<file path="config.mk">
export PLATFORM = sky130hd
export DESIGN_NAME = bus_burst_master
export DESIGN_NICKNAME = d
export VERILOG_FILES = /design/src/rtl/bus_burst_master_pkg.sv /design/src/rtl/bus_timeout_ctr.sv /design/src/rtl/bus_burst_master.sv
export SDC_FILE = /design/constraint.sdc
export NUM_CORES = 1
export LEC_CHECK = 0
export ABC_CLOCK_PERIOD_IN_PS = 2200
export CAP_MARGIN = 10
export CORE_ASPECT_RATIO = 2
export CORE_UTILIZATION = 30
export DETAILED_ROUTE_END_ITERATION = 16
export GPL_ROUTABILITY_DRIVEN = 1
export SETUP_SLACK_MARGIN = 0.2
export SKIP_LAST_GASP = 1
export SYNTH_ARGS = -nofsm -noshare
export SYNTH_HDL_FRONTEND = slang
export SYNTH_SLANG_ARGS = --single-unit
</file>
<file path="constraint.sdc">
create_clock -name clk -period 2.2 [get_ports clk]
set_input_delay 0.55 -clock clk [delete_from_list [all_inputs] [get_ports clk]]
set_output_delay 0.55 -clock clk [all_outputs]
set_load 0.01 [all_outputs]
</file>
<file path="src/rtl/bus_burst_master_pkg.sv">
// rtl/bus_burst_master_pkg.sv - shared state encodings and bus defaults for the burst master
//
// Purpose: common definitions reused by the burst master, its timeout counter,
//          and the slave/arbiter models that speak the same bus.
// Contents: state_t (IDLE/REQ/XFER), default bus widths, counter width helper.
package bus_burst_master_pkg;

    typedef enum logic [1:0] {
        ST_IDLE = 2'd0,
        ST_REQ  = 2'd1,
        ST_XFER = 2'd2
    } state_t;

    localparam int DEF_ADDR_WIDTH  = 16;
    localparam int DEF_DATA_WIDTH  = 32;
    localparam int DEF_MAX_BURST   = 8;
    localparam int DEF_TIMEOUT_CYC = 255;

    // Bits needed to hold values 0..max_val.
    function automatic int ctr_width(input int max_val);
        return (max_val < 2) ? 1 : $clog2(max_val + 1);
    endfunction

endpackage

</file>
<file path="src/rtl/bus_timeout_ctr.sv">
// rtl/bus_timeout_ctr.sv - cycle counter that flags expiry after TIMEOUT_CYC enabled cycles
//
// Purpose: shared watchdog for the grant wait and the per-beat ack wait.
// Ports:
//   clk       in  clock
//   rstn      in  synchronous active-low reset
//   i_clear   in  restart count at 0 (wins over i_enable)
//   i_enable  in  count this cycle
//   o_expire  out combinational: this enabled cycle is the TIMEOUT_CYC-th one
module bus_timeout_ctr
    import bus_burst_master_pkg::*;
#(
    parameter int TIMEOUT_CYC = DEF_TIMEOUT_CYC
) (
    input  logic clk,
    input  logic rstn,
    input  logic i_clear,
    input  logic i_enable,
    output logic o_expire
);

    localparam int CW = ctr_width(TIMEOUT_CYC);
    localparam logic [CW-1:0] LAST = CW'(TIMEOUT_CYC - 1);

    logic [CW-1:0] r_count;

    always_ff @(posedge clk) begin
        if (!rstn) begin
            r_count <= '0;
        end else if (i_clear) begin
            r_count <= '0;
        end else if (i_enable) begin
            r_count <= r_count + CW'(1);
        end
    end

    // Flag on the last allowed cycle so the owner's registered err lands
    // exactly TIMEOUT_CYC cycles after the wait began.
    assign o_expire = i_enable && (r_count == LAST);

endmodule

</file>
<file path="src/rtl/bus_burst_master.sv">
// rtl/bus_burst_master.sv - burst bus master with grant/ack timeouts and grant-loss recovery
//
// Purpose: accepts read/write burst commands, arbitrates via breq/bgrant, and
//          moves one beat at a time over addr/wdata/wen/ren with incrementing address.
// Ports:
//   clk, rstn                    clock, synchronous active-low reset
//   cmd_valid/ready/write/addr/len  command channel (len = beats-1)
//   wd_valid/ready/data          write beat data channel (wd_ready is combinational)
//   rsp_valid/rsp_data           read beat data, one-cycle pulse, no backpressure
//   done, err                    one-cycle completion / timeout-abort pulses
//   breq, bgrant                 arbiter request / grant
//   addr, wdata, wen, ren        slave beat outputs
//   sready, rdata                slave beat completion and read data
module bus_burst_master
    import bus_burst_master_pkg::*;
#(
    parameter  int ADDR_WIDTH  = DEF_ADDR_WIDTH,
    parameter  int DATA_WIDTH  = DEF_DATA_WIDTH,
    parameter  int MAX_BURST   = DEF_MAX_BURST,
    parameter  int TIMEOUT_CYC = DEF_TIMEOUT_CYC,
    localparam int LEN_W       = $clog2(MAX_BURST)
) (
    input  logic                  clk,
    input  logic                  rstn,
    input  logic                  cmd_valid,
    output logic                  cmd_ready,
    input  logic                  cmd_write,
    input  logic [ADDR_WIDTH-1:0] cmd_addr,
    input  logic [LEN_W-1:0]      cmd_len,
    input  logic                  wd_valid,
    output logic                  wd_ready,
    input  logic [DATA_WIDTH-1:0] wd_data,
    output logic                  rsp_valid,
    output logic [DATA_WIDTH-1:0] rsp_data,
    output logic                  done,
    output logic                  err,
    output logic                  breq,
    input  logic                  bgrant,
    output logic [ADDR_WIDTH-1:0] addr,
    output logic [DATA_WIDTH-1:0] wdata,
    output logic                  wen,
    output logic                  ren,
    input  logic                  sready,
    input  logic [DATA_WIDTH-1:0] rdata
);

    state_t                r_state;
    state_t                w_next_state;

    logic                  r_write;
    logic [ADDR_WIDTH-1:0] r_addr;
    logic [LEN_W:0]        r_beats_left;
    logic [DATA_WIDTH-1:0] r_wdata;
    logic                  r_wbuf;      // write beat captured, not yet acknowledged
    logic                  r_wen;
    logic                  r_ren;
    logic                  r_breq;
    logic                  r_cmd_ready;
    logic                  r_rsp_valid;
    logic [DATA_WIDTH-1:0] r_rsp_data;
    logic                  r_done;
    logic                  r_err;

    logic                  w_cmd_fire;
    logic                  w_wd_fire;
    logic                  w_strobe;
    logic                  w_beat_done;
    logic                  w_last_beat;
    logic                  w_tmr_enable;
    logic                  w_tmr_clear;
    logic                  w_tmr_expire;
    logic                  w_done_set;
    logic                  w_err_set;
    logic                  w_wbuf_nxt;
    logic                  w_wen_nxt;
    logic                  w_ren_nxt;
    logic                  w_breq_nxt;
    logic                  w_cmd_ready_nxt;

    // r_cmd_ready is only ever high in IDLE, so it doubles as the accept qualifier.
    assign w_cmd_fire  = cmd_valid & r_cmd_ready;
    assign wd_ready    = (r_state == ST_XFER) & r_write & ~r_wbuf & bgrant;
    assign w_wd_fire   = wd_valid & wd_ready;
    assign w_strobe    = r_wen | r_ren;
    // sready only means something while a strobe is out.
    assign w_beat_done = (r_state == ST_XFER) & w_strobe & sready;
    assign w_last_beat = w_beat_done & (r_beats_left == (LEN_W + 1)'(1));

    // One counter serves both waits: REQ and XFER never overlap, and any
    // state change or completed beat restarts it.
    assign w_tmr_enable = (r_state == ST_REQ) | ((r_state == ST_XFER) & w_strobe);
    assign w_tmr_clear  = (w_next_state != r_state) | w_beat_done;

    bus_timeout_ctr #(
        .TIMEOUT_CYC (TIMEOUT_CYC)
    ) u_timeout (
        .clk      (clk),
        .rstn     (rstn),
        .i_clear  (w_tmr_clear),
        .i_enable (w_tmr_enable),
        .o_expire (w_tmr_expire)
    );

    always_ff @(posedge clk) begin
        if (!rstn) begin
            r_state <= ST_IDLE;
        end else begin
            r_state <= w_next_state;
        end
    end

    always_comb begin
        w_next_state = r_state;
        w_done_set   = 1'b0;
        w_err_set    = 1'b0;
        case (r_state)
            ST_IDLE: begin
                if (w_cmd_fire) begin
                    w_next_state = ST_REQ;
                end
            end
            ST_REQ: begin
                // A grant arriving on the expiry cycle still wins.
                if (bgrant) begin
                    w_next_state = ST_XFER;
                end else if (w_tmr_expire) begin
                    w_next_state = ST_IDLE;
                    w_err_set    = 1'b1;
                end
            end
            ST_XFER: begin
                // A beat acknowledged as the grant falls still counts; only
                // the remainder goes back through REQ.
                if (w_last_beat) begin
                    w_next_state = ST_IDLE;
                    w_done_set   = 1'b1;
                end else if (w_tmr_expire && !w_beat_done) begin
                    w_next_state = ST_IDLE;
                    w_err_set    = 1'b1;
                end else if (!bgrant) begin
                    w_next_state = ST_REQ;
                end
            end
            default: begin
                w_next_state = ST_IDLE;
            end
        endcase

        // Captured write data survives a grant loss so the beat can be re-issued.
        if (w_next_state == ST_IDLE) begin
            w_wbuf_nxt = 1'b0;
        end else begin
            w_wbuf_nxt = (r_wbuf & ~w_beat_done) | w_wd_fire;
        end

        w_wen_nxt       = (w_next_state == ST_XFER) & r_write & w_wbuf_nxt;
        w_ren_nxt       = (w_next_state == ST_XFER) & ~r_write;
        w_breq_nxt      = (w_next_state != ST_IDLE);
        w_cmd_ready_nxt = (w_next_state == ST_IDLE);
    end

    always_ff @(posedge clk) begin
        if (!rstn) begin
            r_write      <= 1'b0;
            r_addr       <= '0;
            r_beats_left <= '0;
            r_wdata      <= '0;
            r_wbuf       <= 1'b0;
            r_wen        <= 1'b0;
            r_ren        <= 1'b0;
            r_breq       <= 1'b0;
            r_cmd_ready  <= 1'b0;
            r_rsp_valid  <= 1'b0;
            r_rsp_data   <= '0;
            r_done       <= 1'b0;
            r_err        <= 1'b0;
        end else begin
            r_wbuf      <= w_wbuf_nxt;
            r_wen       <= w_wen_nxt;
            r_ren       <= w_ren_nxt;
            r_breq      <= w_breq_nxt;
            r_cmd_ready <= w_cmd_ready_nxt;
            r_done      <= w_done_set;
            r_err       <= w_err_set;
            r_rsp_valid <= w_beat_done & ~r_write;

            if (w_beat_done && !r_write) begin
                r_rsp_data <= rdata;
            end

            if (w_wd_fire) begin
                r_wdata <= wd_data;
            end

            if (w_cmd_fire) begin
                r_write      <= cmd_write;
                r_addr       <= cmd_addr;
                r_beats_left <= {1'b0, cmd_len} + (LEN_W + 1)'(1);
            end else begin
                if (w_beat_done) begin
                    r_addr <= r_addr + ADDR_WIDTH'(1);
                end
                // Leaving the burst (done or abort) drops any remaining beats.
                if (w_next_state == ST_IDLE) begin
                    r_beats_left <= '0;
                end else if (w_beat_done) begin
                    r_beats_left <= r_beats_left - (LEN_W + 1)'(1);
                end
            end
        end
    end

    assign cmd_ready = r_cmd_ready;
    assign rsp_valid = r_rsp_valid;
    assign rsp_data  = r_rsp_data;
    assign done      = r_done;
    assign err       = r_err;
    assign breq      = r_breq;
    assign addr      = r_addr;
    assign wdata     = r_wdata;
    assign wen       = r_wen;
    assign ren       = r_ren;

endmodule

</file>
Word level (Yosys, flattened, before mapping). Cells that the tools add are included. Widths: inputs -> output; s select.

Add/sub/neg operators: 4. $mul: 0. Divide/modulo/power cells: 0. $lt $le $gt $ge: 0. Equality and inequality tests: 6. Shifts and indexed selects: 0. Muxes and demuxes: 19. Bitwise operators: 21. Reduce and logical (&&, ||, !) cells: 12.

Operator list (number): $mux 16 (2); $add 16x1->16 const B (1); $and 1x1->1 (13); $mux 2 (6); $mux 4 (3); $add 8x1->8 const B (1); $eq 8x8->1 const B (1); $mux 1 (6); $pmux 2 s3 (1); $add 3x1->4 const B (1); $eq 2x2->1 const B (2); $eq 4x1->1 const B (1); $logic_not 2->1 (2); $not 1->1 (4); $or 1x1->1 (4); $reduce_bool 2->1 (2); $sub 4x1->4 const B (1); $logic_and 1x1->1 (3); $reduce_bool 3->1 (1); $eq 2x1->1 const B (1); $logic_not 1->1 (2); $ne 2x2->1 (1); $pmux 1 s2 (1); $reduce_and 2->1 (1); $reduce_or 2->1 (1).

Register bits: 103. Latch bits: 0. Bits in writable memories: 0. ROM bits: 0. Input port bits: 90. Output and inout port bits: 88. Logic and storage cells: 77. Memories kept: 0.

Depth between registers and ports, before layout.
Word-level depth: 11. Gate-level depth with buffers: 11. Mapped depth without buffers: 9.

Cells and area by module. A second synthesis with hierarchy kept.

Cells, all modules: 525. Area, all modules: 4326.6 sq um.

By module, submodules not included: bus_burst_master (instances 1, cells an instance 483, area each 3957.5 sq um, seq. area each 1901.8 sq um); bus_timeout_ctr (instances 1, cells an instance 42, area each 369.1 sq um, seq. area each 160.2 sq um).

Least setup slack after synthesis. OpenSTA, ideal clock, no wires.

Kind: register to register. Start point: register r_state[0]. End point: register r_beats_left[1]. Setup time: 119 ps. Arrival time: 2340 ps. Required time: 2081 ps. Setup slack: -258 ps. Stages on the path, launching flop included: 11. Buffers on the path: 1. Clock period less this slack: 2458 ps. Cell sequence: dfxtp_1 > inv_1 > ha_1 > o211a_1 > and3_1 > a31oi_4 > a41oi_1 > and2_1 > buf_6 > or4_4 > o221a_1.

Longest elaborated chain between the ends: 11. Elaborated cells on any way between the ends: 21. Those cells by class: eq/ne (2); mux (9); bitwise (4); reduce/logical (6).

RTL lines: start: declaration (line bus_burst_master.sv:47) `state_t r_state;`; start signal: assignment (line bus_burst_master.sv:108) `r_state <= w_next_state;`; $eq 2x2->1 (line bus_burst_master.sv:86, bus_burst_master.sv:91, bus_burst_master.sv:116); $and 1x1->1 (line bus_burst_master.sv:86, bus_burst_master.sv:91); $or 1x1->1 or $and 1x1->1 (tied branches) (line bus_burst_master.sv:91, bus_burst_master.sv:86); $logic_and 1x1->1 or $logic_not 1->1 (tied branches) (line bus_timeout_ctr.sv:39, bus_burst_master.sv:137); $logic_and 1x1->1 (line bus_burst_master.sv:137) `end else if (w_tmr_expire && !w_beat_done) begin`; $mux 2 (line bus_burst_master.sv:137); $mux 2 (line bus_burst_master.sv:134) `if (w_last_beat) begin`; $pmux 2 s3 (line bus_burst_master.sv:116) `case (r_state)`; $logic_not 2->1 (line bus_burst_master.sv:204) `if (w_next_state == ST_IDLE) begin`; $mux 4 (line bus_burst_master.sv:204); $mux 4 (line bus_burst_master.sv:195) `if (w_cmd_fire) begin`; end signal: assignment (line bus_burst_master.sv:198) `r_beats_left <= {1'b0, cmd_len} + (LEN_W + 1)'(1);`; end signal: assignment (line bus_burst_master.sv:207) `r_beats_left <= r_beats_left - (LEN_W + 1)'(1);`; end: declaration (line bus_burst_master.sv:52) `logic [LEN_W:0] r_beats_left;`.

Parallel ways exist; a longest one is shown, timed or not. A chain may end at the register's enable or synchronous reset.

Final worst setup path.
Start point: register r_state[0]. End point: register r_beats_left[0].

The elaborated chain is that of the path after synthesis.

==> impl_metrics.env <==
export IMPL_ys_seq_area_frac=0.492
export IMPL_max_clock_freq_mhz=465
export IMPL_r2r_setup_slack_ns=0.05
export IMPL_worst_slew_pin_slew_ns=0.364
export IMPL_hp_class="flop to flop"
export IMPL_area_growth_pct=62.5
export IMPL_multi_input_area_um2=2100
export IMPL_drt_iter0_markers=182
export IMPL_yosysTopAreaCell="dfxtp_1"
export IMPL_slew_violations=0
export IMPL_worstSetupPathType="flop to flop"
export IMPL_grt_total_usage=0.176
export IMPL_timing_final_crit_share=0.977
export IMPL_synthFlopType="dfxtp_1"
export IMPL_synthesis_nets=617
export IMPL_port_buffers=177
export IMPL_syn_area_per_cell_um2=8.10
export IMPL_critPathMaxFanout=4
export IMPL_hpwl_um=9270
export IMPL_startpoint_type="flop"
export IMPL_ys_types=40
export IMPL_synth_top_area_frac=0.492
export IMPL_cts_hold_buf=0
export IMPL_dieArea_um2=14500
export IMPL_post_route_util=0.504
export IMPL_first_global_vias=4355
export IMPL_maxCapViolations=0
export IMPL_postLayoutCellArea_um2=6810
export IMPL_hold_violations=0
export IMPL_ant_nets=0
export IMPL_num_io_pins=178
export IMPL_cts_tree="done"
export IMPL_path_cells="inv_4 > ha_4 > o211a_1 > and3_4 > a31oi_4 > a41oi_2 > and2_4 > or4_4 > o221a_1"
export IMPL_drc=0
export IMPL_clk_latency_ns=0.34
export IMPL_grt_max_degree=80
export IMPL_core_region_area_um2=13500
export IMPL_dpl_instance_area_um2=6340
export IMPL_cts_buffer_depth=2
export IMPL_start_util=0.310
export IMPL_final_setup_tns_ns=0
export IMPL_slew_headroom=0.755
export IMPL_cp_slowest_cell="or4_4"
export IMPL_clk_pin_slew_ns=0.07
export IMPL_ys_top_cells_by_count="nand2_1 (151), dfxtp_1 (103), a21oi_1 (70)"
export IMPL_hold_start="rsp_data[24]$_SDFFE_PN0P_"
export IMPL_rsz0062_at_grt="true"
export IMPL_finalWeightedCongestion=0.858
export IMPL_synth_edff_count=0
export IMPL_final_setup_viol_count=0
export IMPL_drive_gt1_frac=0.120
export IMPL_die_w_um=85.6
export IMPL_vias=4287
export IMPL_cp_end_kind="flop"
export IMPL_powerDensity_nw_per_um2=740
export IMPL_antenna_found_initial=0
export IMPL_root_buffer="clkbuf_16"
export IMPL_finalWirelength_um=12800
export IMPL_grt_overflow=0
export IMPL_wl_per_cell_um=14.6
export IMPL_final_nets=813
export IMPL_status="finished clean"
export IMPL_synthArstFlopShare=0
export IMPL_cp_required_ns=2.43
export IMPL_worst_hold_slack_ns=0.454
export IMPL_ir_drop_v=0.000389
export IMPL_grt_pass1_wl_um=20200
export IMPL_seqCellArea_um2=2070
export IMPL_layout_min_cycle_time_ns=2.15
export IMPL_fp_row_count=60
export IMPL_diodes=0
export IMPL_yosysMostFrequentCell="nand2_1"
export IMPL_dieHeight_um=169
export IMPL_fin_worst_skew_ns=0.00716
export IMPL_drt_pass1_iter_count=4
export IMPL_cts_sinks=103
export IMPL_synth_warnings=0
export IMPL_ys_ff_latch=103
export IMPL_numCtsBuffers=9
export IMPL_finalPower_w=0.00504
export IMPL_crit_start="r_state[0]$_SDFF_PN0_"
export IMPL_avgViaCountPerCell=4.92
export IMPL_cts_htree_levels=3
export IMPL_r2r_start="r_state[0]$_SDFF_PN0_"
export IMPL_total_leakage_power_nw=2.39
export IMPL_netlist_instances=517
export IMPL_nFillCells=1315
export IMPL_max_stage_delay_ns=0.44
export IMPL_synth_area_leaders="dfxtp_1 (49%), nand2_1 (14%), a21oi_1 (8.4%)"
export IMPL_syn_area_um2=4190
export IMPL_cp_arrival_ns=2.38
registers in the layout, indices dropped and copies added, names as in the netlist:
signal,flops
wen,1
rsp_data,32
wdata,32
r_state,2
breq,1
done,1
r_write,1
r_wbuf,1
err,1
addr,16
r_beats_left,4
cmd_ready,1
ren,1
rsp_valid,1
u_timeout.r_count,8
worst max-delay path, delay by kind of cell, from the launching register on:
kind | cells | cell delay, ns
AOI/OAI and AO/OA | 4 | 0.71
adders and majority gates | 1 | 0.16
buffers and inverters | 1 | 0.04
DFF | 1 | 0.36
and+or+nand+nor | 3 | 0.76
kinds of logic after synthesis:
group           synth area share
simple gates               0.239
compound gates             0.159
flops                      0.492
buf+inv                   0.0388
xor+xnor                  0.0418
fa+ha+maj                 0.0299
where the power goes:
group          total [W]  internal [W]  switching (W)
logic            0.00130      0.000716       0.000582
registers        0.00214       0.00200       0.000143
clock network    0.00160      0.000914       0.000685
cell usage in the layout (no fill, tap or decap), types with 3 or more instances in the layout:
cell type | Yosys | routed
a211oi_1 | 9 | 8
a21oi_1 | 70 | 70
a311oi_1 | 4 | 4
and3_1 | 5 | 4
buf_12 | 0 | 5
buf_4 | 1 | 32
clkbuf_16 | 0 | 9
clkdlybuf4s50_1 | 0 | 173
dfxtp_1 | 103 | 99
ha_1 | 10 | 8
inv_1 | 5 | 3
nand2_1 | 151 | 150
nand3_1 | 12 | 12
nand4_1 | 7 | 7
nor2_1 | 40 | 33
nor2_2 | 0 | 6
o211a_1 | 3 | 3
o21ai_0 | 14 | 11
o21ai_1 | 1 | 3
or3_1 | 7 | 6
xnor2_1 | 6 | 6
xor2_1 | 14 | 14
cell type report:
class | instances | share of cell area
Tap cell | 155 | 0.0285
Multi-Input combinational cell | 378 | 0.308
Clock inverter | 4 | 0.00809
Timing Repair Buffer | 215 | 0.311
Inverter | 6 | 0.00404
Sequential cell | 103 | 0.304
Clock buffer | 11 | 0.0357
final timing paths:
kind | endpoint | cells past startpoint
max reg2reg | r_beats_left[0]$_SDFFE_PN0P_ | 9
min | rsp_data[24]$_SDFFE_PN0P_ | 2
min reg2reg | rsp_data[24]$_SDFFE_PN0P_ | 2
max | r_beats_left[0]$_SDFFE_PN0P_ | 9
timing repair:
action	CTS	global route
gates resized for setup	13	21
pin swaps	11	10
endpoints found under the setup margin	19	22
setup buffers	5	7
hold endpoints to repair	0	0
stage by stage:
| stage | setup slack (ns) | instances |
|---|---|---|
| detailed placement | -0.481 | 845 |
| global placement | -0.383 | 845 |
| global route | 0.00126 | 872 |
| floorplan | -0.0877 | 517 |
| CTS | 0.0489 | 865 |
| finish | 0.0515 | 872 |
metal layers:
| layer | wire length (um) | global-route usage |
|---|---|---|
| met1 | 4720 | 0.178 |
| met2 | 6880 | 0.329 |
| met3 | 676 | 0.0371 |
| met4 | 486 | 0.0949 |
| met5 | 0 | 0 |
Note: power is estimated with default switching activity, not from simulation.
==> patch 1, RTL diff (same flow settings) <==
The 3 states of `state_t` get a one-hot encoding in 3 bits.
--- a/src/rtl/bus_burst_master_pkg.sv
+++ b/src/rtl/bus_burst_master_pkg.sv
@@ -6,8 +6,8 @@
 package bus_burst_master_pkg;
 
-    typedef enum logic [1:0] {
-        ST_IDLE = 2'd0,
-        ST_REQ  = 2'd1,
-        ST_XFER = 2'd2
+    typedef enum logic [2:0] {
+        ST_IDLE = 3'b001,
+        ST_REQ  = 3'b010,
+        ST_XFER = 3'b100
     } state_t;
 
Function: no difference found for any inputs over 10 cycles, from zero or initial values and one cycle with rstn low; not proved beyond that.
==> patch 1 against the unedited design <==
Setup slack improved by 0.16 ns; register-to-register slack improved by 0.20 ns; core utilization decreased by 0.48 points; critical path type is now reg2out; non-clock buffer count increased by 13; synthesized area increased by 4.7%; critical path depth decreased by 8; wire length increased by 11%; clock skew increased by 0.0035 ns; design area increased by 5.2%; sequential cell count increased by 1; via count increased by 6.6%.
Power is not compared: it rests on default switching activity, and its combinational part moved more than twofold at a synthesized area within 25%.
==> patch 1: results (changes against the unedited design) <==
================================================================================
Status                                                                 completed
Port Buf Inserts                                                             177   unchanged
Peak supply drop                                                        0.392 mV
Slack of the worst reg-to-reg path                                       0.25 ns   +0.20 ns
Cell type of the slowest stage on the worst timing path             clkdlybuf4s50_1
Synth area leaders                                                  dfxtp_1, nand2_1, a21oi_1
Wire length of the first global-routing pass                            22400 µm   +11%
Number of cells traversed by the worst register-to-register path               6   -3
Worst setup timing slack at the placement stage                        -0.534 ns   -0.0527 ns
# nets final                                                                 842   +3.6%
Detailed Route WL                                                       14200 µm   +11%
Worst hold-check slack                                                  0.453 ns   -0.00115 ns
Mean number of vias per cell                                                4.84   -1.5%
Synth cell count leaders                                            nand2_1, dfxtp_1, a21oi_1
Maximum level of the CTS H-tree                                                3   unchanged
Synth warnings                                                                 0   unchanged
Tot GR Track Use                                                           19.0%   +1.4 points
Number of buffers added by the clock tree synthesis step                       9   unchanged
Buffers from clock root to sink, at most                                       2   unchanged
Final-layout fill cell count                                                1380   +4.9%
Root Driver                                                            clkbuf_16
Normalized max-slew margin                                                 73.4%   -2.1 points
Iteration count of the initial detailed-routing pass                           4   unchanged
Mapped Nets                                                                  637   +3.2%
Final setup skew                                                       0.0106 ns   +0.00346 ns
Initial detailed-routing violation count                                     183   +0.55%
Maximum number of pins on one net before global-route repair                  49   -39%
HPWL after DPL                                                          10600 µm   +15%
Clock-pin slew on the worst setup and hold paths                         0.07 ns   about the same
Top delay family on crit path                                       buffers and inverters
Number of diodes                                                               0   unchanged
Data arrival time at the worst-slack endpoint                            1.44 ns   -0.94 ns
Async set-reset flop share out of synthesis                                   0%   unchanged
Ratio of cells with drive above 1 in the final layout                      13.6%   +1.6 points
Sequential share of the synthesized area                                   47.4%   -1.8 points
Delay contributed by the slowest stage of the critical path              0.61 ns   +0.17 ns
Type of the worst min-delay path                                         reg2reg
Cells on Worst Hold Path                                                       2   unchanged
Placer's final routability congestion estimate                             0.848   -1.1%
Number of antenna violations at the first check in global routing              0   unchanged
Clock network latency to the later pin of the worst-skew pair            0.34 ns   about the same
Number of global-route vias before repair                                   4575   +5.1%
Leakage component of the power                                           2.45 nW
Highest clock frequency the design can meet                            0.504 GHz   +8.2%
Top fanout value on the critical path                                          4   unchanged
Number of different library cells in the post-synthesis netlist               50   +25%
Main synth FF type                                                       dfxtp_1
================================================================================
## patch 1: cell count changes after synthesis, sizes merged, moves of 5 or more
cell,delta
a21oi,+7
nand2,-6
nor2,-20
nor3,+19
nor4,+5
xnor2,+11
xor2,-7
## patch 1: tightest hold or removal path: stages (launching register included)
cell and delay, ns:
dfxtp_1 0.31, nand2_1 0.05, a21oi_1 0.05
## patch 1: cell type report
type / instances / area share, %
sequential: 104 / 29.2
timing repair buffer: 228 / 31.1
clock inverter: 7 / 0.769
clock buffer: 9 / 3.15
multi-input combinational: 395 / 31.9
tap: 192 / 3.36
inverter: 8 / 0.420
## patch 1: metal layers
layer,track usage [%],part of all wire (%),wire [µm],vias up
li1,-,-,-,2264
met1,19.9,37,5210,2135
met2,35.5,56,7920,135
met3,2.43,3.2,457,34
met4,9.63,4.2,590,0
met5,0,0,0,-
## patch 1: stage by stage
step | instances | total power [mW] | setup TNS, ns | cell area, µm²
after floorplan | 541 | 2.14 | 0 | 4400
after global placement | 920 | 2.44 | -14.46 | 6670
after detailed placement | 920 | 2.44 | -15.04 | 6670
after CTS | 937 | 4.02 | 0 | 7030
after global routing | 943 | 4.15 | 0 | 7160
final | 943 | 3.97 | 0 | 7160
## patch 1: final timing paths
check	from	end
worst max-delay path	ren	ren
worst min-delay path	rsp_data[16]	rsp_data[16]
worst max register to register	r_state[2]	addr[15]
worst min register to register	rsp_data[16]	rsp_data[16]
## patch 1: cell families after synthesis
group	synth area share, %
AO/OA/AOI/OAI	16.4
flip-flops	47.4
XOR/XNOR	4.79
adder cells (fa/ha/maj)	1.71
AND/OR/NAND/NOR	25.6
buffers and inverters	4.05
## patch 1: where the power goes
| group | total [mW] | internal (mW) | switching, mW |
|---|---|---|---|
| Sequential | 1.95 | 1.91 | 0.0381 |
| Combinational | 0.478 | 0.290 | 0.188 |
| Clock | 1.54 | 0.781 | 0.758 |
| Total | 3.97 | 2.98 | 0.984 |
## patch 1: repair_timing
action                                 in CTS  in global routing
pin swaps                                   5                  8
endpoints found under the hold margin       0                  0
gates resized for setup                    25                 19
hold buffers                                0                  0
setup endpoints to repair                  25                 52
gates cloned                                0                  0
setup buffers                               1                  6
==> patch 2, RTL diff (config.mk and constraints unchanged) <==
Made on the original files. `DEF_DATA_WIDTH`: 32 -> 36.
--- a/src/rtl/bus_burst_master_pkg.sv
+++ b/src/rtl/bus_burst_master_pkg.sv
@@ -13,5 +13,5 @@
 
     localparam int DEF_ADDR_WIDTH  = 16;
-    localparam int DEF_DATA_WIDTH  = 32;
+    localparam int DEF_DATA_WIDTH  = 36;
     localparam int DEF_MAX_BURST   = 8;
     localparam int DEF_TIMEOUT_CYC = 255;
Ports: changed (resized rdata, rsp_data, wd_data and wdata); port bits go from 178 to 194. The function was not compared with the original's and may differ.
==> patch 2 against the unedited design <==
Sequential cell count increased by 8; wire length up 12%; clock power down 4%; power is 4.6% higher; setup slack better by 0.011 ns; design area up 7.9%; core utilization up 0.51 points; synthesized area increased by 6.4%.
==> patch 2: results (changes against the unedited design) <==
==============================================================================
Worst hold-check slack                                                0.454 ns   +0.000505 ns
Instance area after placement                                      0.00681 mm²   +7.4%
Adder-cell share of the synthesized area                                 2.81%   -0.18 points
Transition at the pin with the smallest max-transition slack          0.428 ns   +0.0637 ns
Post-layout instance count excluding filler cells                          969   +11%
Leakage component of the power                                         2.55 nW   +6.7%
Peak supply drop                                                      0.583 mV   +50%
# nets final                                                               881   +8.4%
Sequential share of the synthesized area                                 49.9%   +0.65 points
Initial detailed-routing violation count                                   111   -39%
HPWL after DPL                                                        10400 µm   +12%
Worst hold path startpoint                                           wdata[10]
Number of global-route vias before repair                                 4582   +5.2%
Port Buf Inserts                                                           193   +9.0%
Via count                                                                 4565   +6.5%
Data arrival time at the worst-slack endpoint                          2.36 ns   -0.02 ns
Post-synthesis average cell area                                      8.06 µm²   -0.56%
End of the worst hold path                                           wdata[10]
Mapped Nets                                                                661   +7.1%
Net switching fraction of the power                                      28.8%   +0.78 points
Placer's final routability congestion estimate                           0.823   -4.1%
Worst setup timing slack at the placement stage                      -0.363 ns   +0.118 ns
Share of the synthesized area in compound gates (AO/OA/AOI/OAI)          15.6%   -0.27 points
Number of instances in the placed design                                   935   +11%
Wire length of the first global-routing pass                          22000 µm   +8.9%
Share of the cycle needed by the critical path after routing             97.2%   -0.49 points
Synth area leaders                                                dfxtp_1, nand2_1, a21oi_1
Status                                                               completed
WL per Instance                                                        14.8 µm   +0.89%
==============================================================================
patch 2: changes by cell type in the layout (fill, tap and decap cells not counted), moves of 2 or more:
cell	unedited run	this run
clkdlybuf4s50_1	173	190
nand2_1	150	166
a21oi_1	70	78
buf_4	32	40
dfxtp_1	99	107
a31oi_4	2	0
inv_1	3	5
nor2_2	6	8
o21ai_1	3	1
o21ai_2	1	3
patch 2: what timing repair did:
action                                 in CTS  in global routing
hold buffers                                0                  0
endpoints found under the hold margin       0                  0
resized for setup                          16                 21
pin swaps                                   5                 14
setup buffers                              16                  3
setup endpoints to repair                  17                 17
patch 2: power by group through the flow:
stage	clock, mW	combinational [mW]	sequential [mW]
3_5_place_dp	0	1.14	2.32
6_report	1.53	1.46	2.29
5_1_grt	1.65	1.57	2.31
2_1_floorplan	0	0.552	2.33
3_3_place_gp	0	1.12	2.32
4_1_cts	1.58	1.35	2.28
patch 2: layout make-up:
cell class	instances	area, µm²
repair buffers	241	2370
clock inverters	5	42.5
inverters	8	32.5
fillers	1392	7090
well taps	192	240
flip-flops and latches	111	2230
multi-input cells	402	2200
clock buffers	10	229
patch 2: worst max path at each step:
| stage | startpoint | end | depth (start not counted) |
|---|---|---|---|
| after floorplan | r_state[0] | r_beats_left[1] | 11 |
| after global placement | sready | r_beats_left[0] | 8 |
| after detailed placement | sready | r_beats_left[0] | 8 |
| after CTS | r_beats_left[1] | r_beats_left[0] | 9 |
| after global routing | r_state[1] | r_beats_left[0] | 9 |
| final | r_beats_left[1] | r_beats_left[0] | 9 |
patch 2: layer usage:
layer  up-vias  global-route usage [%]  wire length (µm)  part of all wire (%)
met1      2091                    17.5              5040                    35
met3        30                    3.37               652                   4.6
met2       156                    36.3              8020                    56
met5         -                       0                 0                     0
met4         0                    8.94               601                   4.2
li1       2288                       -                 -                     -
